==> src/rtl/motorola_wb_bridge.sv <==
// Wishbone slave to Motorola 68000-style asynchronous bus master bridge.
// Each Wishbone transfer is split into 16-bit word cycles issued in ascending
// address order (big-endian lanes). Bus cycles end on _DTACK, on _BERR, after
// a timeout, or through the 6800-style _VPA/_VMA/E synchronous handshake.
module motorola_wb_bridge #(
  parameter int DW      = 32,
  parameter int TIMEOUT = 64,
  parameter int E_DIV   = 10,
  parameter int E_HIGH  = 4
) (
  input  logic                       CLK,
  input  logic                       _RST,
  // Wishbone slave
  input  logic                       CYC_I,
  input  logic                       STB_I,
  input  logic                       WE_I,
  input  logic [24-$clog2(DW/8)-1:0] ADR_I,
  input  logic [DW-1:0]              DAT_I,
  input  logic [DW/8-1:0]            SEL_I,
  output logic [DW-1:0]              DAT_O,
  output logic                       ACK_O,
  output logic                       ERR_O,
  input  logic [2:0]                 fc_i,
  // Motorola master
  output logic [22:0]                A,
  input  logic [15:0]                D_I,
  output logic [15:0]                D_O,
  output logic                       D_OE,
  output logic                       _AS,
  output logic                       _UDS,
  output logic                       _LDS,
  output logic                       R_W,
  output logic [2:0]                 _FC,
  input  logic                       _DTACK,
  input  logic                       _BERR,
  input  logic                       _VPA,
  output logic                       _VMA,
  output logic                       E
);

  localparam int BW  = DW / 8;
  localparam int N   = DW / 16;
  localparam int KW  = $clog2(N);
  localparam int SW  = (KW == 0) ? 1 : KW;
  localparam int AW  = 24 - $clog2(BW);
  localparam int ECW = (E_DIV > 1) ? $clog2(E_DIV) : 1;
  localparam int TW  = $clog2(TIMEOUT + 1);

  typedef enum logic [2:0] {IDLE, SETUP, STROBE, VPA_SYNC, HOLD, DONE} state_t;

  typedef struct packed {
    logic          found;
    logic [SW-1:0] idx;
  } pick_t;

  state_t          state;
  logic [AW-1:0]   adr_q;
  logic            we_q;
  logic [BW-1:0]   sel_q;
  logic [DW-1:0]   dat_q;
  logic [2:0]      fc_q;
  logic [SW-1:0]   slot;
  logic [TW-1:0]   tmo_cnt;
  logic            vma_active;
  logic            err_q;
  logic            abort_q;
  logic [ECW-1:0]  e_cnt;
  logic [ECW-1:0]  e_nxt;
  logic            e_wrap;

  logic [BW-1:0]   cur_sel;
  logic [AW-1:0]   cur_adr;
  logic [DW-1:0]   cur_dat;
  logic            cur_we;
  logic [2:0]      cur_fc;
  int              from;
  pick_t           nxt;
  logic [22:0]     nxt_a;
  logic [15:0]     nxt_d;
  logic            cur_ub;
  logic            cur_lb;
  logic [DW-1:0]   dat_latched;
  logic            tmo_done;

  // Lowest slot index at or above 'start' that has at least one byte strobe set.
  function automatic pick_t pick_slot(input logic [BW-1:0] sel, input int start);
    pick_slot = '0;
    for (int k = N - 1; k >= 0; k--) begin
      if (k >= start && (sel[BW-1-2*k] || sel[BW-2-2*k])) begin
        pick_slot.found = 1'b1;
        pick_slot.idx   = SW'(k);
      end
    end
  endfunction

  // Next-slot selection: from the live Wishbone inputs on accept, else from the latched request.
  always_comb begin
    // NOTE: every signal gets a default first so no path leaves it unassigned (no latches).
    cur_sel     = sel_q;
    cur_adr     = adr_q;
    cur_dat     = dat_q;
    cur_we      = we_q;
    cur_fc      = fc_q;
    from        = int'(slot) + 1;
    nxt_d       = '0;
    cur_ub      = 1'b0;
    cur_lb      = 1'b0;
    dat_latched = DAT_O;
    if (state == IDLE) begin
      cur_sel = SEL_I;
      cur_adr = ADR_I;
      cur_dat = DAT_I;
      cur_we  = WE_I;
      cur_fc  = fc_i;
      from    = 0;
    end
    nxt   = pick_slot(cur_sel, from);
    nxt_a = (23'(cur_adr) << KW) | 23'(nxt.idx);
    for (int k = 0; k < N; k++) begin
      if (SW'(k) == nxt.idx) nxt_d = cur_dat[DW-1-16*k -: 16];
      if (SW'(k) == slot) begin
        cur_ub = sel_q[BW-1-2*k];
        cur_lb = sel_q[BW-2-2*k];
        dat_latched[DW-1-16*k -: 16] = D_I;
      end
    end
    tmo_done = (tmo_cnt == TW'(TIMEOUT - 1));
  end

  // E clock divider: free-running, low for the first E_DIV-E_HIGH counts of each period.
  always_comb begin
    e_wrap = (e_cnt == ECW'(E_DIV - 1));
    e_nxt  = e_wrap ? '0 : e_cnt + 1'b1;
  end

  // Registered E counter and E output.
  always_ff @(posedge CLK or negedge _RST) begin
    if (!_RST) begin
      e_cnt <= '0;
      E     <= 1'b0;
    end else begin
      e_cnt <= e_nxt;
      E     <= (e_nxt >= ECW'(E_DIV - E_HIGH));
    end
  end

  // Bridge FSM with all bus and Wishbone outputs registered.
  always_ff @(posedge CLK or negedge _RST) begin
    if (!_RST) begin
      state      <= IDLE;
      adr_q      <= '0;
      we_q       <= 1'b0;
      sel_q      <= '0;
      dat_q      <= '0;
      fc_q       <= '0;
      slot       <= '0;
      tmo_cnt    <= '0;
      vma_active <= 1'b0;
      err_q      <= 1'b0;
      abort_q    <= 1'b0;
      A          <= '0;
      D_O        <= '0;
      D_OE       <= 1'b0;
      _AS        <= 1'b1;
      _UDS       <= 1'b1;
      _LDS       <= 1'b1;
      R_W        <= 1'b1;
      _FC        <= 3'b111;
      _VMA       <= 1'b1;
      DAT_O      <= '0;
      ACK_O      <= 1'b0;
      ERR_O      <= 1'b0;
    end else begin
      // NOTE: non-blocking assignments so every register samples pre-edge values.
      ACK_O <= 1'b0;
      ERR_O <= 1'b0;
      if (state != IDLE && !CYC_I) abort_q <= 1'b1;
      case (state)
        IDLE: begin
          // Hold off a new accept while the previous ACK/ERR is still visible to the master.
          if (CYC_I && STB_I && !ACK_O && !ERR_O) begin
            adr_q   <= ADR_I;
            we_q    <= WE_I;
            sel_q   <= SEL_I;
            dat_q   <= DAT_I;
            fc_q    <= fc_i;
            err_q   <= 1'b0;
            abort_q <= 1'b0;
            if (nxt.found) begin
              slot  <= nxt.idx;
              A     <= nxt_a;
              R_W   <= !cur_we;
              _FC   <= ~cur_fc;
              if (cur_we) D_O <= nxt_d;
              D_OE  <= cur_we;
              state <= SETUP;
            end else begin
              state <= DONE;
            end
          end
        end
        SETUP: begin
          _AS     <= 1'b0;
          _UDS    <= !cur_ub;
          _LDS    <= !cur_lb;
          tmo_cnt <= '0;
          state   <= STROBE;
        end
        STROBE: begin
          if (!_BERR || (_DTACK && _VPA && tmo_done)) begin
            err_q <= 1'b1;
            _AS   <= 1'b1;
            _UDS  <= 1'b1;
            _LDS  <= 1'b1;
            D_OE  <= 1'b0;
            state <= HOLD;
          end else if (!_DTACK) begin
            if (!we_q) DAT_O <= dat_latched;
            _AS   <= 1'b1;
            _UDS  <= 1'b1;
            _LDS  <= 1'b1;
            D_OE  <= 1'b0;
            state <= HOLD;
          end else if (!_VPA) begin
            vma_active <= 1'b0;
            state      <= VPA_SYNC;
          end else begin
            tmo_cnt <= tmo_cnt + 1'b1;
          end
        end
        VPA_SYNC: begin
          // _VMA falls with E at a low-phase start and data is taken at the following E fall.
          if (!_BERR || (e_wrap && vma_active)) begin
            if (_BERR && !we_q) DAT_O <= dat_latched;
            if (!_BERR) err_q <= 1'b1;
            _AS   <= 1'b1;
            _UDS  <= 1'b1;
            _LDS  <= 1'b1;
            _VMA  <= 1'b1;
            D_OE  <= 1'b0;
            state <= HOLD;
          end else if (e_wrap) begin
            vma_active <= 1'b1;
            _VMA       <= 1'b0;
          end
        end
        HOLD: begin
          if (abort_q || !CYC_I) begin
            state <= IDLE;
          end else if (!err_q && nxt.found) begin
            slot  <= nxt.idx;
            A     <= nxt_a;
            R_W   <= !cur_we;
            _FC   <= ~cur_fc;
            if (cur_we) D_O <= nxt_d;
            D_OE  <= cur_we;
            state <= SETUP;
          end else begin
            state <= DONE;
          end
        end
        DONE: begin
          if (CYC_I && !abort_q) begin
            ACK_O <= !err_q;
            ERR_O <= err_q;
          end
          state <= IDLE;
        end
        default: state <= IDLE;
      endcase
    end
  end

endmodule

==> config.mk <==
export PLATFORM = sky130hd
export DESIGN_NAME = motorola_wb_bridge
export DESIGN_NICKNAME = d
export VERILOG_FILES = /design/src/rtl/motorola_wb_bridge.sv
export SDC_FILE = /design/constraint.sdc
export NUM_CORES = 1
export LEC_CHECK = 0
export BUFFER_PORTS_ARGS = -buffer_cell sky130_fd_sc_hd__buf_2
export CORE_ASPECT_RATIO = 0.9
export CORE_MARGIN = 5
export CORE_UTILIZATION = 30
export DETAILED_ROUTE_END_ITERATION = 8
export GPL_ROUTABILITY_DRIVEN = 0
export PLACE_DENSITY_LB_ADDON = 0.15
export SYNTH_ARGS = -nofsm -noshare
export SYNTH_HDL_FRONTEND = slang
export SYNTH_SLANG_ARGS = --single-unit
==> constraint.sdc <==
create_clock -name CLK -period 2.62 [get_ports CLK]
set_input_delay 0.262 -clock CLK [delete_from_list [all_inputs] [get_ports CLK]]
set_output_delay 0.262 -clock CLK [all_outputs]
set_load 0.02 [all_outputs]
## After elaboration in Yosys (flattened, before gate mapping)

Index checks and enable logic that the tools add are counted.

- Flip-flop bits (word level): 163
- Input bits: 85
- Output and inout bits: 83
- Word-level logic and storage cells: 197

- $add $sub $neg: 3
- $lt $le $gt $ge: 3
- Eq/ne operators: 25
- Multiplexer cells: 93
- Bitwise logic cells: 2
- Reduce and logical (&&, ||, !) cells: 46

Operator list:

| kind | number |
|---|---|
| $mux 32 | 6 |
| $mux 16 | 8 |
| $mux 23 | 4 |
| $pmux 32 s2 | 1 |
| $pmux 23 s2 | 1 |
| $mux 1 | 39 |
| $mux 3 | 13 |
| $ge 1x32->1 const A | 1 |
| $ge 2x32->1 const A | 1 |
| $pmux 16 s2 | 1 |
| $ne 2x2->1 const B | 15 |
| $or 23x1->23 | 1 |
| $mux 22 | 1 |
| $mux 7 | 3 |
| $pmux 3 s5 | 1 |
| $pmux 7 s2 | 1 |
| $logic_and 1x1->1 | 12 |
| $pmux 1 s3 | 4 |
| $reduce_and 6->1 | 2 |
| $logic_not 1->1 | 10 |
| $reduce_and 5->1 | 2 |
| $reduce_bool 3->1 | 3 |
| $mux 4 | 2 |
| $reduce_bool 2->1 | 4 |
| 24 further kinds | 36 |

## Depth between registers and ports, before layout

- Depth after elaboration: 11
- Mapped depth: 9
- Gate-level depth less buffers: 6

## Worst setup path after synthesis

No wires, ideal clock.

- Path type: register -> register
- From: reg state[2]
- To: reg DAT_O[10]
- Setup time: 127 ps
- Data arrival time: 1844 ps
- Setup slack: 649 ps
- Stages on the path, launching flop included: 7
- Buffers on the path: 2
- Period minus slack after synthesis: 1971 ps
- Cell sequence: dfrtp_1 buf_2 and2b_1 nand3b_1 nor3b_4 buf_6 mux2_1

- Longest elaborated chain between the ends: 3
- Elaborated cells on any way between the ends: 10

Ends and longest elaborated chain:

| what | RTL line | text |
|---|---|---|
| start, declared | 56 | `state_t state;` |
| start signal, assigned | 150 | `state <= IDLE;` |
| start signal, assigned | 196 | `state <= SETUP;` |
| start signal, assigned | 198 | `state <= DONE;` |
| $eq 3x2->1 | 178 | `case (state)` |
| $ne 2x2->1 (no source line) / $reduce_bool 2->1 (equally long branches) | n/a |  |
| $reduce_and 6->1 (no source line) | n/a |  |
| end signal, assigned | 218 | `if (!we_q) DAT_O <= dat_latched;` |
| end signal, assigned | 234 | `if (_BERR && !we_q) DAT_O <= dat_latched;` |
| end, declared | 20 | `output logic [DW-1:0] DAT_O,` |

Parallel ways exist; a longest one is shown, timed or not.
A chain may end at the register's enable or synchronous reset.

## Worst setup path in the final report

- From: reg sel_q[1]
- To: reg D_O[7]

- Longest elaborated chain between the ends: 10
- Elaborated cells on any way between the ends: 16

Ends and longest elaborated chain:

| what | RTL line | text |
|---|---|---|
| start, declared | 59 | `logic [BW-1:0] sel_q;` |
| start signal, assigned | 153 | `sel_q <= '0;` |
| start signal, assigned | 184 | `sel_q <= SEL_I;` |
| $mux 4 (*) | 109 | `if (state == IDLE) begin` |
| $logic_or 1x1->1 (*) | 89 | `if (k >= start && (sel[BW-1-2*k] \|\| sel[BW-2-2*k])) begin` |
| $logic_and 1x1->1 (*) | 89 |  |
| $mux 2 (*) (2 in a row) | 89 |  |
| $mux 16 | 120 | `if (SW'(k) == nxt.idx) nxt_d = cur_dat[DW-1-16*k -: 16];` |
| $mux 16 | 194, 255 |  |
| $mux 16, on equally long branches | 250, 189 |  |
| $mux 16, on equally long branches | 248, 181 |  |
| $pmux 16 s2 | 178 |  |
| end signal, assigned | 194 | `if (cur_we) D_O <= nxt_d;` |
| end signal, assigned | 255 | `if (cur_we) D_O <= nxt_d;` |
| end, declared | 27 | `output logic [15:0] D_O,` |

Mark *: on every way between the ends. The rest lies on a longest branch, timed or not. The select of a mux whose other input is x is not followed.

==> impl_metrics.csv <==
group,metric,value,unit
run_status,status,"complete, no violations",
synthesis,synth_largest_area_cell,"dfrtp_1",
setup_path,path_max_fanout,10,
timing,finClkSkew,14.2,ps
clock_tree,cts_tree,"yes",
clock_tree,worstSkewPairLatency,430,ps
timing,rsz0062_at_grt,"false",
synthesis,synth_cells,572,
detailed_routing,route.met3.wl,1040,microns
power_and_ir_drop,peakVddDrop,0.000574,V
synthesis,synthFlopType,"dfrtp_1",
setup_path,reg2reg_to,"D_O[7]",
die,core,0.0241,sq mm
setup_path,r2r-start,"sel_q[1]",
detailed_routing,drc,0,
power_and_ir_drop,power_per_cell_area,1260,mW/mm^2
synthesis,ys_warn_count,0,
timing,period_share,84.0,%
timing,tightest_slew,877,ps
clock_tree,clk_pin_slew,70,ps
synthesis,ys_ff_latch,162,
setup_path,crit_path_end_kind,"flop",
die,std_cell_rows,54,
detailed_routing,ant_nets,0,
setup_path,start_kind,"flop",
power_and_ir_drop,power.leakage,4.36,nW
place,dp_hpwl,12700,microns
global_routing,antenna_found_initial,2,
timing,fmax,455,MHz
clock_tree,cts_buffer_depth,2,
timing,finalSetupTns,0,ps
detailed_routing,vias_per_cell,4.75,
setup_path,crit_type,"flop to flop",
synthesis,synth_top_area_share,53.0,%
setup_path,critPathRequiredTime,2930,ps
setup_path,crit_arrival,2510,ps
final_layout,final_common_cell,"buf_2",
global_routing,overflow,0,
clock_tree,postCtsSetupRepairBufs,0,
clock_tree,postCtsHoldBufs,1,
die,ios,168,
global_routing,track_usage,13.5,%
detailed_routing,totalWireLength,18300,microns
final_layout,final_nets,827,
timing,holdWs,62.2,ps
clock_tree,cts.sinks,162,
detailed_routing,wire_per_inst,17.2,microns
global_routing,first_global_vias,5544,
detailed_routing,wl_met1,8170,microns
die,die_w,174,microns
timing,finalCriticalPeriod,2200,ps
die,initial_utilization,30.2,%
final_layout,drive_above_1_share,43.1,%
synthesis,ys_types,52,
clock_tree,cts_buffers,17,
timing,setup_viol,0,
final_layout,fin_util,38.0,%
detailed_routing,vias,5054,
detailed_routing,dr.pass1.iters,5,
detailed_routing,top_layer,"met5",
detailed_routing,routed-wl-met2,8770,microns
worst_hold_path,hold_start,"_VPA",
detailed_routing,drt_iter0_drc,227,
worst_hold_path,min_to,"tmo_cnt[6]",
clock_tree,cts_htree_levels,4,
timing,slew_viol_final,0,
run,cap_violations,0,
global_routing,grt_pass1_wl,29500,microns
synthesis,synthTopCellsByArea,"dfrtp_1 (53%), mux2_2 (13%), mux2i_1 (5.8%), mux2_1 (5.4%), dfstp_2 (2.9%)",
setup_path,r2r_slack,420,ps
synthesis,synth_nets,658,
synthesis,synth_area,0.00727,sq mm
die,die_h,158,microns
worst_hold_path,min_path_cells,2,
final_layout,syn2layout_area_growth,25.6,%
final_layout,final_cell_mix,"buf_2 (166), dfrtp_1 (154), mux2_2 (86)",
synthesis,async_flop_share,100,%
worst_hold_path,hold_class,"input port to flop",
place,portBuffers,167,
synthesis,yosysSeqAreaShare,55.9,%
timing,max-slew-margin-rel,41.5,%
timing,hold_viol_final,0,
setup_path,ff2ff_path_depth,6,
synthesis,synth_edf_count,0,
clock_tree,root_buffer,"clkbuf_16",
global_routing,grt_max_degree,85,
clock_tree,cts_resized,0,
die,dieArea,0.0275,sq mm
synthesis,synth_area_per_cell,12.7,sq um
-- logic make-up after synthesis --
| kind of cell | after synthesis | synth area share [%] |
|---|---|---|
| AOI/OAI and AO/OA | 80 | 6.78 |
| xor gates and xnor gates | 4 | 0.482 |
| adders and majority gates | 1 | 0.172 |
| buffers and inverters | 42 | 2.98 |
| DFF | 162 | 55.9 |
| muxes | 172 | 26.4 |
| and+or+nand+nor | 111 | 7.33 |
-- registers in the layout, indices dropped and copies added (netlist names), 3 cells and up --
| signal | count |
|---|---|
| fc_q | 3 |
| adr_q | 22 |
| DAT_O | 32 |
| sel_q | 4 |
| A | 23 |
| dat_q | 32 |
| e_cnt | 4 |
| state | 3 |
| D_O | 16 |
| _FC | 3 |
| tmo_cnt | 7 |
-- routing by layer --
metal	vias to the layer above	GRT usage (%)
met5	-	0
met4	2	4.37
met3	23	4.51
met2	136	22.5
met1	2516	16.8
li1	2377	-
-- worst max-delay path by stage --
| stage | from | end | cells past startpoint |
|---|---|---|---|
| after detailed placement | sel_q[1] | D_O[4] | 6 |
| after floorplan | state[2] | DAT_O[10] | 6 |
| final | sel_q[1] | D_O[7] | 6 |
| after global placement | sel_q[1] | D_O[9] | 6 |
| after global routing | sel_q[1] | D_O[7] | 6 |
| after CTS | sel_q[1] | D_O[7] | 6 |
-- worst max-delay path, stage by stage, from the launching register on --
cell      delay, ps
dfrtp_1         400
o21bai_2        560
buf_4           330
mux2_2          350
nor2_1           90
a21oi_1          50
mux2_1          310
-- cell type report --
cell class,instances,area [sq um]
antenna,1,2.50
tap,308,385
sequential,162,4060
clock inverter,13,196
fill,2364,14900
multi-input combinational,368,3010
inverter,10,37.5
timing repair buffer,182,982
clock buffer,19,453
-- metrics by stage --
step	worst slack, ps	cells	area, sq um	total power [mW]
floorplan	649	572	7270	7.46
global placement	381	1029	8470	8.72
detailed placement	348	1029	8470	8.90
CTS	361	1062	9130	11.7
global route	277	1063	9140	12.3
finish	420	1063	9140	11.5
-- cells in the mapped netlist (all sizes together) (2+ instances only) --
cell type and number:
dfrtp 154, mux2 130, nand2 50, mux2i 42
o21ai 37, nor2 27, a21oi 21, buf 18
clkbuf 14, inv 10, nor3 10, dfstp 8
nand3 7, xnor2 4, o211a 3, a22oi 2
a31oi 2, and3 2, nand2b 2, nand3b 2
nor3b 2, nor4 2, o211ai 2, o21a 2
o22a 2
-- where the power goes --
group / internal (mW) / switching, mW / total [mW]
Clock: 1.67 / 1.09 / 2.75
Sequential: 3.62 / 0.619 / 4.24
Combinational: 2.05 / 2.47 / 4.52
Total: 7.33 / 4.18 / 11.5
No activity file was read; power rests on OpenSTA's default activity.
